## src/rtl/pipeline_control_pkg.sv

```systemverilog
// Shared types for the pipeline control block.
//   state_e   : control FSM state (normal flow / redirect waiting on a fetch)
//   reg_idx_t : 3-bit architectural register index
//   addr_t    : 16-bit instruction address
package pipeline_control_pkg;

    typedef enum logic [0:0] {
        StRun       = 1'b0,
        StRedirPend = 1'b1
    } state_e;

    typedef logic [2:0]  reg_idx_t;
    typedef logic [15:0] addr_t;

endpackage

```

## src/rtl/sat_counter.sv

```systemverilog
// Saturating up-counter with synchronous clear.
//   clk_i   : rising-edge clock
//   clr_i   : synchronous clear to zero (wins over inc_i)
//   inc_i   : add one this cycle unless already all-ones
//   count_o : current count
module sat_counter #(
    parameter int unsigned Width = 16
) (
    input  logic             clk_i,
    input  logic             clr_i,
    input  logic             inc_i,
    output logic [Width-1:0] count_o
);

    logic [Width-1:0] count_d, count_q;

    always_comb begin
        count_d = count_q;
        if (inc_i && (count_q != {Width{1'b1}})) begin
            count_d = count_q + Width'(1);
        end
    end

    always_ff @(posedge clk_i) begin
        if (clr_i) begin
            count_q <= '0;
        end else begin
            count_q <= count_d;
        end
    end

    assign count_o = count_q;

endmodule

```

## src/rtl/pipeline_control.sv

```systemverilog
// Five-stage pipeline hazard / redirect controller.
//   clk, reset                 : clock, synchronous active-high reset
//   imem_req/imem_resp         : fetch outstanding / fetch completes
//   dmem_req/dmem_resp         : data access outstanding / access completes
//   ex_is_load, ex_dest        : load in ID/EX and its destination
//   id_sr1/2, id_sr1/2_used    : IF/ID sources and whether they are read
//   br_taken, br_target        : taken control transfer resolved in MEM
//   load_*                     : stage-register load enables
//   flush_*                    : stage-register clears (override load)
//   redirect, redirect_target  : PC mux select and address
//   stall_cycles               : saturating count of cycles with load_pc=0
module pipeline_control
    import pipeline_control_pkg::*;
#(
    parameter int unsigned CNT_WIDTH = 16
) (
    input  logic                 clk,
    input  logic                 reset,
    input  logic                 imem_req,
    input  logic                 imem_resp,
    input  logic                 dmem_req,
    input  logic                 dmem_resp,
    input  logic                 ex_is_load,
    input  reg_idx_t             ex_dest,
    input  reg_idx_t             id_sr1,
    input  reg_idx_t             id_sr2,
    input  logic                 id_sr1_used,
    input  logic                 id_sr2_used,
    input  logic                 br_taken,
    input  addr_t                br_target,
    output logic                 load_pc,
    output logic                 load_if_id,
    output logic                 load_id_ex,
    output logic                 load_ex_mem,
    output logic                 load_mem_wb,
    output logic                 flush_if_id,
    output logic                 flush_id_ex,
    output logic                 flush_ex_mem,
    output logic                 redirect,
    output addr_t                redirect_target,
    output logic [CNT_WIDTH-1:0] stall_cycles
);

    state_e state_d, state_q;
    addr_t  target_d, target_q;

    logic imem_stall, dmem_stall, load_use;

    assign imem_stall = imem_req & ~imem_resp;
    assign dmem_stall = dmem_req & ~dmem_resp;
    assign load_use   = ex_is_load &
                        ((id_sr1_used & (id_sr1 == ex_dest)) |
                         (id_sr2_used & (id_sr2 == ex_dest)));

    always_comb begin
        load_pc         = 1'b1;
        load_if_id      = 1'b1;
        load_id_ex      = 1'b1;
        load_ex_mem     = 1'b1;
        load_mem_wb     = 1'b1;
        flush_if_id     = 1'b0;
        flush_id_ex     = 1'b0;
        flush_ex_mem    = 1'b0;
        redirect        = 1'b0;
        redirect_target = target_q;
        state_d         = state_q;
        target_d        = target_q;

        if (reset) begin
            load_pc      = 1'b0;
            load_if_id   = 1'b0;
            load_id_ex   = 1'b0;
            load_ex_mem  = 1'b0;
            load_mem_wb  = 1'b0;
            flush_if_id  = 1'b1;
            flush_id_ex  = 1'b1;
            flush_ex_mem = 1'b1;
        end else if (dmem_stall) begin
            // Whole pipe freezes; a branch sitting in MEM is re-seen once the access completes.
            load_pc     = 1'b0;
            load_if_id  = 1'b0;
            load_id_ex  = 1'b0;
            load_ex_mem = 1'b0;
            load_mem_wb = 1'b0;
        end else begin
            unique case (state_q)
                StRun: begin
                    if (br_taken) begin
                        // Branch wins over load_use: the dependent instruction is flushed anyway.
                        flush_if_id  = 1'b1;
                        flush_id_ex  = 1'b1;
                        flush_ex_mem = 1'b1;
                        if (imem_stall) begin
                            // Fetch still busy: park the target until the fetch drains.
                            load_pc    = 1'b0;
                            load_if_id = 1'b0;
                            target_d   = br_target;
                            state_d    = StRedirPend;
                        end else begin
                            redirect        = 1'b1;
                            redirect_target = br_target;
                        end
                    end else if (load_use || imem_stall) begin
                        load_pc     = 1'b0;
                        load_if_id  = 1'b0;
                        flush_id_ex = 1'b1;
                    end
                end
                StRedirPend: begin
                    // Only bubbles reach MEM here, so br_taken is ignored.
                    load_if_id  = 1'b0;
                    flush_if_id = 1'b1;
                    if (imem_resp) begin
                        redirect = 1'b1;
                        state_d  = StRun;
                    end else begin
                        load_pc = 1'b0;
                    end
                end
                default: state_d = StRun;
            endcase
        end
    end

    always_ff @(posedge clk) begin
        if (reset) begin
            state_q  <= StRun;
            target_q <= '0;
        end else begin
            state_q  <= state_d;
            target_q <= target_d;
        end
    end

    sat_counter #(
        .Width (CNT_WIDTH)
    ) u_stall_cnt (
        .clk_i   (clk),
        .clr_i   (reset),
        .inc_i   (~load_pc),
        .count_o (stall_cycles)
    );

endmodule

```

## config.mk

```make
export PLATFORM = sky130hd
export DESIGN_NAME = pipeline_control
export DESIGN_NICKNAME = d
export VERILOG_FILES = /design/src/rtl/pipeline_control_pkg.sv /design/src/rtl/sat_counter.sv /design/src/rtl/pipeline_control.sv
export SDC_FILE = /design/constraint.sdc
export NUM_CORES = 1
export LEC_CHECK = 0
export CAP_MARGIN = 5
export CORE_MARGIN = 1.5
export CORE_UTILIZATION = 44
export CTS_BUF_LIST = sky130_fd_sc_hd__clkbuf_8
export CTS_CLUSTER_SIZE = 10
export DETAILED_ROUTE_END_ITERATION = 16
export PLACE_DENSITY = 0.87
export SETUP_SLACK_MARGIN = 0.15
export SYNTH_ARGS = -nofsm -noshare
export SYNTH_HDL_FRONTEND = slang
export SYNTH_SLANG_ARGS = --single-unit
```

## constraint.sdc

```tcl
create_clock -name clk -period 2.85 [get_ports clk]
set_input_delay 0.57 -clock clk [delete_from_list [all_inputs] [get_ports clk]]
set_output_delay 0.57 -clock clk [all_outputs]
set_load 0.01 [all_outputs]
```

Word level (Yosys, flattened, before mapping)
Index checks and enable logic that the tools add are counted.
Storage, ports and cells
  register bits: 33
  input port bits: 35
  output and inout port bits: 41
Cells by class
  $add $sub $neg: 1
  eq/ne operators: 3
  muxes and demuxes: 37
  bitwise gates (word level): 11
  reduce and logical (&&, ||, !) cells: 3
Operators by type and width (number)
  16-bit two-way mux: 5
  1-bit two-way mux: 27
  16-bit by 1-bit adder with 16-bit output (second input constant): 1
  16-bit inequality test (second input constant): 1
  1-bit case mux with 2 select lines: 5
  3-bit equality test: 2
  1-bit AND: 5
  1-bit inverter: 5
  4-bit AND reduction: 1
  1-bit logical AND: 1
  1-bit logical OR: 1
  1-bit OR: 1

Depth between registers and ports, before layout
Gate-level depths: netlist of run 1.
  depth after elaboration: 12
  depth in mapped cells: 8
  mapped depth without buffers: 7

Modules after synthesis
A second synthesis of run 1 with hierarchy kept.
Unflattened totals
  cell total of the unflattened synthesis: 203
  area total of the unflattened synthesis: 1923.1 um^2
Modules (own cells, without submodules)
  pipeline_control: instances 1, cells an instance 104, area each 1074.8 um^2
  sat_counter: instances 1, cells an instance 99, area each 848.3 um^2

Least setup slack after synthesis of run 1
OpenSTA, ideal clock, no wires.
  path type: input -> output
  start point: input port reset
  end point: output port redirect_target[10]
  arrival: 2.075 ns
  required time: 2.280 ns
  setup slack: 0.205 ns
  stages: 6
  path buffers: 2
  path through: clkbuf_1 nor2_2 nand2_1 nor3_2 buf_4 mux2_1
Between the ends
  longest elaborated chain between the ends: 1
RTL lines
  start: declaration: line pipeline_control.sv:18  | input logic reset,
  16-bit two-way mux: line pipeline_control.sv:69  | if (reset) begin
  end: declaration: line pipeline_control.sv:40  | output addr_t redirect_target,
No other way between the ends.

Worst setup path after layout of run 1
  start point: input port dmem_req
  end point: output port redirect_target[4]
Between the ends
  longest elaborated chain between the ends: 3
RTL lines
  start: declaration: line pipeline_control.sv:21  | input logic dmem_req,
  1-bit AND: line pipeline_control.sv:50  | assign dmem_stall = dmem_req & ~dmem_resp;
  16-bit two-way mux: line pipeline_control.sv:78  | end else if (dmem_stall) begin
  16-bit two-way mux: line pipeline_control.sv:69
No other way between the ends.

==> flow_summary.ini, run 1 <==
[finish]
final_nets = 338
drive_above_1_share_pct = 23.10
area_delta_synth_final_pct = 59.76
diodes = 0
final_core_util_pct = 72.43
final_cell_count_no_fill = 353

[setup_path]
cp-startpoint = dmem_req
r2r-end = u_stall_cnt.count_o[7]
r2r_cells = 7
r2r_start = state_q
worstPathArrival_ns = 2.07
cp_max_fo = 5
worst-setup-path-type = input pin to primary output
cp-end-kind = primary output
cp_data_required_time_ns = 2.28
critPathLaunchType = input pin
r2r_slack_ns = 0.97

[placement]
gp_congestion = 0.7424
dp_hpwl_um = 3504
dp_slack_ns = -0.2577
dp.cells = 333
portBuffers = 75

[global_route]
grt_max_degree = 33
grt_util_all_layers_pct = 22.25
grt_pass1_wl_um = 7686
antenna_found_initial = 0
grt_pass1_vias = 1718
overflow = 0

[die]
die_area_um2 = 4485
fp.coreArea_um2 = 3971
dieHeight_um = 66.97
die_x_um = 66.97
ios = 76
initial_utilization_pct = 45.34
row_count = 23

[clocking]
h-tree-depth = 2
cts_root_buffer = clkbuf_8
cts_buffers = 5
clk_pin_slew_ns = 0.06
clkLatencyLatePin_ns = 0.28
cts_tree = yes
holdBufCountCts = 0
clkSinkCount = 33
cts.path.max_buffers = 2

[sta]
tightest_slew_ns = 0.4567
tns_ns = 0
setup-violations-final = 0
worst_slack_ns = 0.2086
hold_viol_final = 0
finalMaxSlewViolations = 0
slew_headroom_pct = 69.55
fmax_ghz = 0.3786
rsz0062_at_grt = yes
min_period_ns = 2.641
min_period_over_period_pct = 92.68
skew_ns = 0.005821

[yosys]
synth_edf_count = 0
yosysTopAreaCell = dfxtp_1
synth-async-reset-ratio_pct = 0
synthTopCellsByArea = dfxtp_1, mux2_1, mux2i_1
synth_top_family_by_area = simple AND/OR/NAND/NOR gates
ys_seq_area_share_pct = 36.69
synth_simple_gate_area_share_pct = 20.29
ys_types = 42
synth-compound-area-share_pct = 13.41
ys.flop_type = dfxtp_1
yosys.area_share.adder_pct = 0.6949
synth_xor_area_share_pct = 5.281
synth_seq_cells = 33
synth.net_count = 232
syn_inst = 196
muxShareOfSynthArea_pct = 19.46
yosysWarnings = 0
syn_area_um2 = 1800
syn_area_per_cell_um2 = 9.186
synth_top_cell_area_share_pct = 36.69

[route]
drtIter0Drc = 78
wl_per_cell_um = 13.82
drtPass1Iterations = 4
drt_wl_total_um = 4877
drc_errors = 0
avgViaCountPerCell = 5.266
drtAntennaViolNets = 0
num_vias = 1859

[power_and_ir_drop]
power_density_nw_per_um2 = 366.3
power.total_w = 0.001054
irDropWorstVdd_uv = 265.9
p_leak_nw = 1.201

[run_status]
status = finished clean

[job]
maxCapViolCount = 0

[worst_hold_path]
holdPathStages = 2
hold_start = target_q[11]
hold_class = flop to flop
hold_path_end = target_q[11]
[layer usage]
metal / GRT usage, % / share of wire, %
met1: 25.96 / 41
met2: 40.25 / 52
met3: 5.236 / 5.3
met4: 6.122 / 1.1
met5: 0 / 0
[metrics by stage]
step / cell area (um^2) / hold WS, ns
final: 2877 / 0.4914
after detailed placement: 2728 / 0.4746
after floorplan: 1800 / 0.4527
after CTS: 2863 / 0.4944
after global placement: 2728 / 0.4646
after global routing: 2877 / 0.5217
[cell usage after synthesis, drive strengths merged (2+ instances only)]
library cell and n:
dfxtp 33, nand2 11, nor4 2, or4 3
nand4 6, a21oi 11, o31ai 3, xnor2 6
mux2 16, nor3 3, o21a 2, clkbuf 4
a211oi 2, mux2i 17, o31a 2, xor2 4
buf 5, and4 2, or3 6, inv 5
nor2 29, and3 2, o21ai 8, nand3 4
o211ai 3
[state kept, by name, summed over array words and instances, names as in the netlist]
| register | cells |
|---|---|
| target_q | 16 |
| u_stall_cnt.count_o | 16 |
| state_q | 1 |
[critical path: stages]
cell	delay, ns
dlygate4sd2_1	0.25
nor2b_4	0.14
nor2_4	0.09
nand2_2	0.09
nor3_4	0.20
buf_6	0.16
buf_4	0.11
mux2_1	0.32
buf_2	0.14
[final cells by class]
cell class              count  area [um^2]
multi-input cells         149         1112
fillers                   323         1095
repair buffers            108        942.2
flip-flops and latches     33        660.6
clock buffers               5        68.82
well taps                  50        62.56
inverters                   5        18.77
clock inverters             3        11.26
[how the worst max path moves through the flow]
stage / to / slack (ns) / cells past startpoint
CTS: redirect_target[4] / 0.16 / 9
global route: flush_id_ex / 0.12 / 7
detailed placement: redirect_target[7] / -0.26 / 8
finish: redirect_target[4] / 0.21 / 9
global placement: redirect_target[7] / -0.20 / 8
floorplan: redirect_target[10] / 0.21 / 6
[cell usage in the layout (no fill, tap or decap), types with 3 or more instances in the layout]
cell	instances
a21oi_1	10
buf_2	14
buf_4	29
buf_6	3
clkbuf_8	5
clkdlybuf4s15_1	3
clkdlybuf4s50_1	44
dfxtp_1	33
dlygate4sd2_1	10
dlymetal6s2s_1	3
inv_1	7
mux2_1	16
mux2i_1	17
nand2_1	9
nand3_1	4
nand4_1	5
nor2_1	27
o21ai_1	6
o31ai_1	3
or3_1	5
or4_1	3
xnor2_1	3
xnor2_2	3
xor2_1	4
[power by group]
part	internal (W)	switching [W]
Combinational	0.000142	0.000105
Sequential	0.000474	0.0000127
Clock	0.000162	0.000158
[timing repair]
item	in CTS	in global routing
cloned	1	0
pin swaps	6	9
setup endpoints to repair	22	20
setup buffers	10	1
gates resized for setup	84	9
[cells by family (layout without fill, tap and decap cells)]
logic type,count (synthesis),count (layout)
simple gates,71,71
xor+xnor,10,10
compound gates,34,34
fa+ha+maj,1,1
flops,33,33
mux,33,33
buf+inv,14,121
Power figures use the tool's default switching activity.
==> run 2, diff against run 1 <==
--- a/config.mk
+++ b/config.mk
@@ -11,7 +11,7 @@
 export CTS_BUF_LIST = sky130_fd_sc_hd__clkbuf_8
 export CTS_CLUSTER_SIZE = 10
 export DETAILED_ROUTE_END_ITERATION = 16
-export PLACE_DENSITY = 0.87
+export PLACE_DENSITY = 0.82
 export SETUP_SLACK_MARGIN = 0.15
 export SYNTH_ARGS = -nofsm -noshare
 export SYNTH_HDL_FRONTEND = slang
==> flow_summary.ini, run 2 (synthesis gave the netlist of run 1 again) <==
[placement]
gp_congestion = 0.8091
portBuffers = 75
dp_hpwl_um = 3328
dp.cells = 332

[setup_path]
slowest_stage = mux2_1
cp-startpoint = dmem_req
cp_max_fo = 8
cp_data_required_time_ns = 2.28
critPathLaunchType = input pin
max_stage_delay_ns = 0.32
cp-end-kind = primary output
worst-setup-path-type = input pin to primary output
r2r_start = u_stall_cnt.count_o[0]
worstPathArrival_ns = 2.06
crit_chain = dlygate4sd2_1 -> nor2b_4 -> nor2_4 -> nand2_2 -> nor3_4 -> buf_6 -> buf_12 -> mux2_1 -> buf_2

[finish]
drive_above_1_share_pct = 22.18
final_cell_mix = clkdlybuf4s50_1, dfxtp_1, nor2_1, buf_4, mux2i_1
multiInputGateArea_um2 = 1106
area_delta_synth_final_pct = 59.07
final_nets = 328
fill_cells = 314
seq_area_um2 = 660.6
final_common_cell = clkdlybuf4s50_1
final_cell_count_no_fill = 343
diodes = 0

[power_and_ir_drop]
irDropWorstVdd_uv = 208.0
power_density_nw_per_um2 = 411.5
p_leak_nw = 1.178

[worst_hold_path]
hold_class = flop to flop
hold_start = target_q[5]

[sta]
rsz0062_at_grt = no
holdWs_ns = 0.4988
hold_viol_final = 0
finalMaxSlewViolations = 0
slew_headroom_pct = 63.19
min_period_over_period_pct = 92.14
tns_ns = 0
setup-violations-final = 0
min_period_ns = 2.626
skew_ns = 0.003078
fmax_ghz = 0.3808
tightest_slew_ns = 0.5521

[global_route]
grt_max_degree = 33
overflow = 0
use_met2_pct = 38.00
antenna_found_initial = 0
top_usage_layer = met2
grt_pass1_wl_um = 7217
grt_util_all_layers_pct = 21.26
grt_pass1_vias = 1613
global_route.usage.met3_pct = 5.743
met1_usage_pct = 23.79

[clocking]
clkSinkCount = 33
holdBufCountCts = 0
cts.path.max_buffers = 2
clkLatencyLatePin_ns = 0.29
cts_root_buffer = clkbuf_8
clk_pin_slew_ns = 0.07
h-tree-depth = 2
cts_tree = yes
cts_buffers = 5

[job]
maxCapViolCount = 0

[die]
row_count = 23
ios = 76
die_area_um2 = 4485
initial_utilization_pct = 45.34
dieHeight_um = 66.97
fp.coreArea_um2 = 3971
die_x_um = 66.97

[route]
drt_wl_total_um = 4578
drtAntennaViolNets = 0
num_vias = 1826
drtPass1Iterations = 4
avgViaCountPerCell = 5.324
drtIter0Drc = 101
wl_per_cell_um = 13.35
drc_errors = 0

[run_status]
status = finished clean
-- run 2: cell types whose count changed in the layout (fill, tap and decap cells not counted), sizes merged --
cell / before / now
bufinv: 0 / 1
buf: 47 / 40
clkdlybuf4s15: 3 / 1
dlymetal6s2s: 3 / 5
inv: 8 / 6
dlygate4sd2: 10 / 8
-- run 2: final timing paths --
kind | endpoint | slack, ns | cells after the start
setup / recovery | redirect_target[12] | 0.22 | 9
hold reg to reg | target_q[5] | 0.50 | 2
setup reg to reg | u_stall_cnt.count_o[7] | 0.96 | 7
hold / removal | target_q[5] | 0.50 | 2
-- run 2: per-stage QoR --
stage | power (W) | worst slack (ns) | utilization [%] | area [um^2]
after floorplan | 0.0005960 | 0.2054 | - | 1800
after detailed placement | 0.0007366 | -0.2579 | 68.81 | 2733
final | 0.001179 | 0.2239 | 72.12 | 2864
after global routing | 0.001228 | 0.1531 | 72.12 | 2864
after CTS | 0.001189 | 0.1449 | 71.46 | 2838
after global placement | 0.0007330 | -0.2395 | 68.81 | 2733
-- run 2: timing repair --
action / 4_1_cts / 5_1_grt
pin swaps: 3 / 7
gates resized for setup: 90 / 9
gates cloned: 1 / 0
endpoints found under the setup margin: 22 / 18
buffers inserted: 2 / 0
-- run 2: layer usage --
layer / wire length, um / part of all wire [%]
met5: 0 / 0
met3: 281 / 6.1
met4: 39 / 0.85
met1: 1954 / 43
met2: 2302 / 50
-- run 2: final cells by class --
cell class	count	area share, %
Clock inverter	2	1.180
Tap cell	50	2.184
Multi-Input combinational cell	149	38.62
Timing Repair Buffer	98	31.41
Inverter	5	0.6553
Clock buffer	6	2.883
Sequential cell	33	23.07
-- run 2: worst max-delay path, delay by kind of cell --
kind | cells | cell delay, ns
simple gates | 4 | 0.51
buf+inv | 4 | 0.65
mux | 1 | 0.32
-- run 2: report_power, final --
part / switching (W) / internal, W
Sequential: 0.0000124 / 0.000474
Combinational: 0.000101 / 0.000137
Clock: 0.000174 / 0.000281
Total: 0.000287 / 0.000892
